$ cat src/rtl/fetch_queue.sv
`default_nettype none
// ============================================================================
//  Module   : fetch_queue
//  Purpose  : {PC, instruction} prefetch FIFO between fetch and decode, with
//             first-word-fall-through output and single-cycle flush.
//  Revision : 1.0  initial release
// ============================================================================
module fetch_queue #(
   parameter int               WIDTH = 32,
   parameter int               DEPTH = 4,
   parameter logic [WIDTH-1:0] NOP   = 32'h00000013
) (
   input  logic                       clk,
   input  logic                       rst,
   input  logic                       in_valid,
   output logic                       in_ready,
   input  logic [WIDTH-1:0]           in_pc,
   input  logic [WIDTH-1:0]           in_instr,
   input  logic                       flush,
   output logic                       out_valid,
   input  logic                       out_ready,
   output logic [WIDTH-1:0]           out_pc,
   output logic [WIDTH-1:0]           out_instr,
   output logic [$clog2(DEPTH):0]     count
);

   localparam int c_AW = $clog2(DEPTH);
   localparam int c_CW = c_AW + 1;

   logic [WIDTH-1:0] r_pc_mem    [DEPTH];
   logic [WIDTH-1:0] r_instr_mem [DEPTH];
   logic [c_AW-1:0]  r_rd_ptr;
   logic [c_AW-1:0]  r_wr_ptr;
   logic [c_CW-1:0]  r_cnt;

   logic w_push;
   logic w_pop;

   assign in_ready  = (r_cnt != c_CW'(DEPTH));
   assign out_valid = (r_cnt != '0);
   assign count     = r_cnt;

   // Flush squashes both handshakes so neither the pair nor the pop takes effect.
   assign w_push = in_valid  & in_ready  & ~flush;
   assign w_pop  = out_valid & out_ready & ~flush;

   assign out_pc    = out_valid ? r_pc_mem[r_rd_ptr]    : '0;
   assign out_instr = out_valid ? r_instr_mem[r_rd_ptr] : NOP;

   always_ff @(posedge clk) begin
      if (w_push) begin
         r_pc_mem[r_wr_ptr]    <= in_pc;
         r_instr_mem[r_wr_ptr] <= in_instr;
      end
   end

   // DEPTH is a power of two, so pointer wrap is the natural overflow.
   always_ff @(posedge clk or negedge rst) begin
      if (!rst) begin
         r_rd_ptr <= '0;
         r_wr_ptr <= '0;
         r_cnt    <= '0;
      end else if (flush) begin
         r_rd_ptr <= '0;
         r_wr_ptr <= '0;
         r_cnt    <= '0;
      end else begin
         if (w_push) r_wr_ptr <= r_wr_ptr + c_AW'(1);
         if (w_pop)  r_rd_ptr <= r_rd_ptr + c_AW'(1);
         if (w_push && !w_pop)      r_cnt <= r_cnt + c_CW'(1);
         else if (w_pop && !w_push) r_cnt <= r_cnt - c_CW'(1);
      end
   end

endmodule
`default_nettype wire

$ cat config.mk
export PLATFORM = sky130hd
export DESIGN_NAME = fetch_queue
export DESIGN_NICKNAME = d
export VERILOG_FILES = /design/src/rtl/fetch_queue.sv
export SDC_FILE = /design/constraint.sdc
export NUM_CORES = 1
export LEC_CHECK = 0
export ABC_AREA = 1
export BUFFER_PORTS_ARGS = -buffer_cell sky130_fd_sc_hd__buf_2
export CAP_MARGIN = 25
export CORE_MARGIN = 2
export CORE_UTILIZATION = 29
export DETAILED_ROUTE_END_ITERATION = 6
export GPL_TIMING_DRIVEN = 0
export PLACE_DENSITY = 0.47
export SLEW_MARGIN = 20
export SYNTH_ARGS = -nofsm -noshare
export SYNTH_HDL_FRONTEND = slang
export SYNTH_SLANG_ARGS = --single-unit
$ cat constraint.sdc
create_clock -name clk -period 6.3 [get_ports clk]
set_input_delay 1.89 -clock clk [delete_from_list [all_inputs] [get_ports clk]]
set_output_delay 1.89 -clock clk [all_outputs]
set_load 0.02 [all_outputs]
; ---- After elaboration in Yosys (flattened, before gate mapping)
; Memory sizes are Yosys's and may differ from the RTL's.
; Cells that the tools add are included.
[word_totals]
reg_bits = 7
mem_bits_rw = 256
in_bits = 69
output_inout_bits = 69
elab_cells = 34
mem_count = 2
[memory_table]
columns = memory, depth, word_bits, rd, rd_ports_with_merged_regs, write_ports, line_no
row1 = r_instr_mem, 4, 32, 1, 0, 1, 31  ; logic [WIDTH-1:0] r_instr_mem [DEPTH];
row2 = r_pc_mem, 4, 32, 1, 0, 1, 30  ; logic [WIDTH-1:0] r_pc_mem [DEPTH];
[classes]
addsub = 4
n_eq_ne = 1
muxes = 11
bitwise = 5
reduce_logical = 8
[ops]
columns = cell, n
row1 = 2-to-1 mux 32 bit, 2
row2 = 2-to-1 mux 3 bit, 3
row3 = 2-to-1 mux 2 bit, 4
row4 = nonzero test 3 bit, 2
row5 = adder 2 x 1 -> 2 bit (second input constant), 2
row6 = bitwise AND 1 bit, 4
row7 = nonzero test 2 bit, 2
row8 = adder 3 x 1 -> 3 bit (second input constant), 1
row9 = inequality test 3 bit (second input constant), 1
row10 = subtractor 3 x 1 -> 3 bit (second input constant), 1
row11 = logical AND 1 bit, 2
row12 = logical NOT 1 bit, 2
row13 = 2-to-1 mux 1 bit, 2
row14 = NOT 1 bit, 1

; ---- Longest topological paths before layout
[depth]
word_depth = 8
depth_mapped = 11
mapped_depth_nobuf = 11

; ---- Worst setup path before layout
; Ideal clock, no wire load.
[synth_timing]
kind = input to register
from = input in_valid
to = memory r_instr_mem[0][0], enable pin
setup_ns = 0.486
t_arrival_ns = 4.945
required_time_ns = 5.814
path_slack_ns = 0.869
cell_stages = 4
n_path_buf = 0
cell_sequence = nand2_1 -> nor2_1 -> inv_1 -> nor2_1
[synth_via]
elab_chain_cells = 4
[synth_lines]
columns = element, line_no
row1 = start: declaration, 15  ; input logic in_valid,
row2 = bitwise AND 1 bit (2 in series), 44  ; assign w_push = in_valid & in_ready & ~flush;
row3 = 2-to-1 mux 1 bit, 51  ; if (w_push) begin
row4 = 2-to-1 mux 1 bit (implied by the code), 53  ; r_instr_mem[r_wr_ptr] <= in_instr;
row5 = end: declaration, 31
; Every way passes these cells.

; ---- Worst setup path in the final report
[layout_timing]
from = register r_rd_ptr[0]
to = output out_pc[31]
[layout_via]
elab_chain_cells = 2
[layout_lines]
columns = element, line_no
row1 = start: declaration, 32  ; logic [c_AW-1:0] r_rd_ptr;
row2 = start signal: assignment, 69  ; if (w_pop) r_rd_ptr <= r_rd_ptr + c_AW'(1);
row3 = memory (4 x 32 bit), --
row4 = 2-to-1 mux 32 bit, 47  ; assign out_pc = out_valid ? r_pc_mem[r_rd_ptr] : '0;
row5 = end: declaration, 22  ; output logic [WIDTH-1:0] out_pc,
; Every way passes these cells.

==> results.txt <==
The area share of fa/ha/maj cells after synthesis is 0.676%. The tree is rooted in a sky130_fd_sc_hd__clkbuf_16. The portion of synthesized cell area occupied by the leading cell type came out at roughly 74%. From synthesis to final layout, the design area changed by 24.4%. STA classifies the critical path endpoint as a primary output. During synthesis, Yosys emitted a total of 0 warnings. The number of synthesized register bits came out at between 200 and 300.

The area share of and/or/nand/nor cells after synthesis is a little over a tenth. The residual DRC count came out at 0. The maximum number of pins on one net before global-route repair is 22. Measured along the y axis, the die boundary spans a little under 200 microns. The number of max-cap violations is 0.

Once layout is complete, the utilization of the core stands at a little over a third. The kind of path behind the tightest hold check is reg -> reg. The number of hold violations in the final report came to 0.

138 I/O pins were placed. The cts-stage hold buffer count came out at 0. The synthesized design spends more area on one cell type than any other, namely sky130_fd_sc_hd__edfxtp_1. Setup repair after global routing left no endpoint under its margin. The dominant combinational cell family by area after synthesis is simple AND/OR/NAND/NOR gates. The clock latency of the later-clocked register in the worst-skew pair is between 500 and 600 ps. For the finished layout, the period the worst path requires is 4380 ps. The share of synthesized area spent on multiplexers came out at 0%. The share of final-layout standard cells stronger than drive strength 1 is between 20 and 25%. The total number of clock tree sinks came out at approximately 260. The share of the cycle needed by the critical path after routing is between 60% and 70%. After clock tree synthesis, the clock-pin slew on the worst setup and hold paths is approximately 60 ps. The number of routed nets with antenna violations is 0.

At the worst endpoint, the required time is roughly 4400 ps. For the worst setup path, the data arrival time is 2490 ps. The buffers inserted during post-CTS setup optimization came out at 0. The post-cts resize count came out at 0. After synthesis, the cell types taking the most area are sky130_fd_sc_hd__edfxtp_1 (74%), sky130_fd_sc_hd__nor2_1 (9.5%), sky130_fd_sc_hd__o21ai_0 (6.0%). The TritonCTS buffer count is 31. For the pin with the worst max-slew slack, the measured transition is around 650 ps.

The overflow left after global routing is 0. The cell count of the worst reg-to-reg path is 8. Static timing analysis puts the maximum clock frequency at 228 MHz. IR analysis of the VDD net gives a maximum drop of between 0.0002 and 0.00025 V. The final net count came out at roughly 1.1k. The net count after synthesis is approximately 890.

By instance count, the leading cell after synthesis is sky130_fd_sc_hd__nor2_1. The nature of the critical path startpoint is a register. The die is about 190 microns wide.

The area fraction in compound gates after synthesis came out at around a tenth. The total of buffers placed on input and output ports is between 100 and 150. The type of the worst setup path is reg -> out. The total track usage came out at between 10 and 15%.

The routed wire length per instance is about 18 microns. The leakage component of the power is around 4.7 nW. Power spread over the standard cell area amounts to 436 mW/mm^2. The total cell area at the placement stage came out at about 0.012 sq mm.

The start point of the worst hold path is count[0]. In this run the tightest slew margin relative to its limit is a little under three fifths. The xor/xnor cell area share of the yosys netlist is 0.0845%.

For this configuration, the core starts out at a cell density of between 20% and 30%. The minimum setup slack among reg-to-reg paths is 3870 ps. The area of the die came out at about 0.037 sq mm.

The number of distinct library cells after synthesis came out at 24. The number of global-route vias before repair was 6552. TritonCTS built the clock tree. The final-report max-slew violation count came out at 0. The via count is around 6.7k. At the end of routability-driven placement, the weighted congestion stood at 0.710.

The per-cell via count in the routed design is ~4.5. The clock arrives with 7.38 ps of skew. The startpoint of the worst register-to-register path is count[1]. The flow ran to the end, and the final reports show no timing, DRC or antenna violations. The post-route cell area came out at between 0.01 and 0.015 sq mm. The worst register-to-register path ends at r_instr_mem[2][7]. The first routing iteration left about 380 violations. The sequential cell area fraction in the yosys report came out at 75.9%. The hold-critical path depth is 2.

The first-pass GRT wire length is 40000 microns. The iteration count of the initial detailed-routing pass is 5. The number of H-tree branching levels came out at 1.

For hold timing, the worst endpoint is count[0]. Among all flip-flop cells after synthesis, the most frequent one is sky130_fd_sc_hd__edfxtp_1. After floorplanning, the core was divided into 69 placement rows. After legalization and detailed placement, the total HPWL measured between 15000 and 20000 microns. The number of synthesized flops with an enable pin came out at roughly 260. In the synthesized netlist, the number of instances is between 800 and 900. The initial antenna violation count was 3.

Tracing the worst setup path back leads to its startpoint at r_rd_ptr[0]. The post-synthesis instance area came out at 0.0104 sq mm. In this run the worst path has a maximum fanout of 10.

The area of the core region is 0.0354 sq mm. Counting instances in the post-synthesis netlist gives the leading cell types as sky130_fd_sc_hd__nor2_1 (261), sky130_fd_sc_hd__edfxtp_1 (256), sky130_fd_sc_hd__o21ai_0 (125). The final number of setup-violating endpoints came out at 0. The fraction of synthesis flops using an asynchronous set or reset pin came out at around 2.7%. The average cell area after synthesis came out at approximately 13 sq um. The buffer levels on the longest clock path came out at 3. The total routed wirelength is around 27000 microns.
## cell usage in the layout, fill, tap and decap left out
| cell type | count |
|---|---|
| sky130_fd_sc_hd__clkinvlp_4 | 1 |
| sky130_fd_sc_hd__clkinv_2 | 6 |
| sky130_fd_sc_hd__nand3b_1 | 1 |
| sky130_fd_sc_hd__buf_16 | 8 |
| sky130_fd_sc_hd__nor2_4 | 5 |
| sky130_fd_sc_hd__clkbuf_16 | 31 |
| sky130_fd_sc_hd__inv_2 | 3 |
| sky130_fd_sc_hd__nand2_2 | 2 |
| sky130_fd_sc_hd__o311ai_0 | 3 |
| sky130_fd_sc_hd__a21oi_1 | 65 |
| sky130_fd_sc_hd__o21ai_1 | 3 |
| sky130_fd_sc_hd__inv_1 | 15 |
| sky130_fd_sc_hd__buf_6 | 2 |
| sky130_fd_sc_hd__o21ai_0 | 125 |
| sky130_fd_sc_hd__clkinv_4 | 4 |
| sky130_fd_sc_hd__bufinv_16 | 1 |
| sky130_fd_sc_hd__buf_1 | 6 |
| sky130_fd_sc_hd__buf_2 | 143 |
| sky130_fd_sc_hd__a21oi_2 | 1 |
| sky130_fd_sc_hd__clkbuf_1 | 26 |
| sky130_fd_sc_hd__clkinv_1 | 8 |
| sky130_fd_sc_hd__xor2_1 | 1 |
| sky130_fd_sc_hd__dfrtp_1 | 7 |
| sky130_fd_sc_hd__ha_1 | 4 |
| sky130_fd_sc_hd__diode_2 | 1 |
| sky130_fd_sc_hd__edfxtp_1 | 256 |
| sky130_fd_sc_hd__nor2_1 | 257 |
| sky130_fd_sc_hd__nand2_1 | 16 |
| sky130_fd_sc_hd__fa_1 | 1 |
| sky130_fd_sc_hd__buf_12 | 4 |
| sky130_fd_sc_hd__buf_4 | 14 |
| sky130_fd_sc_hd__nand3_1 | 3 |
| sky130_fd_sc_hd__nand3_2 | 1 |
## cells by family (layout without fill, tap and decap cells)
logic type	Yosys count	in the layout
XOR/XNOR	1	1
AO/OA/AOI/OAI	197	197
buffers and inverters	66	272
AND/OR/NAND/NOR	285	285
other	0	1
adder cells (fa/ha/maj)	5	5
flip-flops	263	263
## area by class of cell
class                   count  area (sq um)
diodes                      1          2.50
plain buffers              48           255
clock buffers              37           798
clock inverters            20           133
fillers                  3494         22500
inverters                  18          67.6
multi-input cells         488          2210
flip-flops and latches    263          7860
well taps                 461           577
repair buffers            149           986
## through the flow
step | total power [W] | hold slack, ps | worst slack [ps] | TNS (ps) | std cells
floorplan | 0.00327 | 579 | 869 | 0 | 817
CTS | 0.00574 | 624 | 1870 | 0 | 1484
global placement | 0.00405 | 604 | -1940 | -467810 | 1415
finish | 0.00562 | 618 | 1920 | 0 | 1485
detailed placement | 0.00409 | 611 | 2430 | 0 | 1427
global route | 0.00597 | 643 | 1750 | 0 | 1484
## routing by layer
metal,GRT usage (%),routed length (microns),up-vias
met1,19.1,12000,3191
met2,24.5,12800,158
met5,0,18,-
li1,-,-,3266
met4,3.50,566,4
met3,2.86,1480,45
## report_power, final
part           total [W]  internal [W]  switching [W]
sequential       0.00208       0.00204      0.0000375
combinational    0.00191      0.000546        0.00137
clock            0.00163      0.000940       0.000692
## sequential cells by signal (all words and copies together), names as in the netlist
name         flops
r_rd_ptr         2
count            3
r_instr_mem    128
r_wr_ptr         2
r_pc_mem       128
## worst max path at each step
stage,slack (ps),endpoint,cells past startpoint
final,1920,out_pc[31],6
after global routing,1750,out_pc[31],6
after CTS,1870,out_pc[31],6
after detailed placement,2430,r_instr_mem[2][7],7
after global placement,-1940,r_instr_mem[3][10],5
after floorplan,870,r_instr_mem[0][0],4
## critical path, stage by stage (launching register included)
cell,delay [ps]
sky130_fd_sc_hd__dfrtp_1,450
sky130_fd_sc_hd__inv_2,90
sky130_fd_sc_hd__buf_4,200
sky130_fd_sc_hd__clkbuf_1,490
sky130_fd_sc_hd__o21ai_0,220
sky130_fd_sc_hd__a21oi_1,270
sky130_fd_sc_hd__buf_2,220
(Power assumes the default switching activity.)
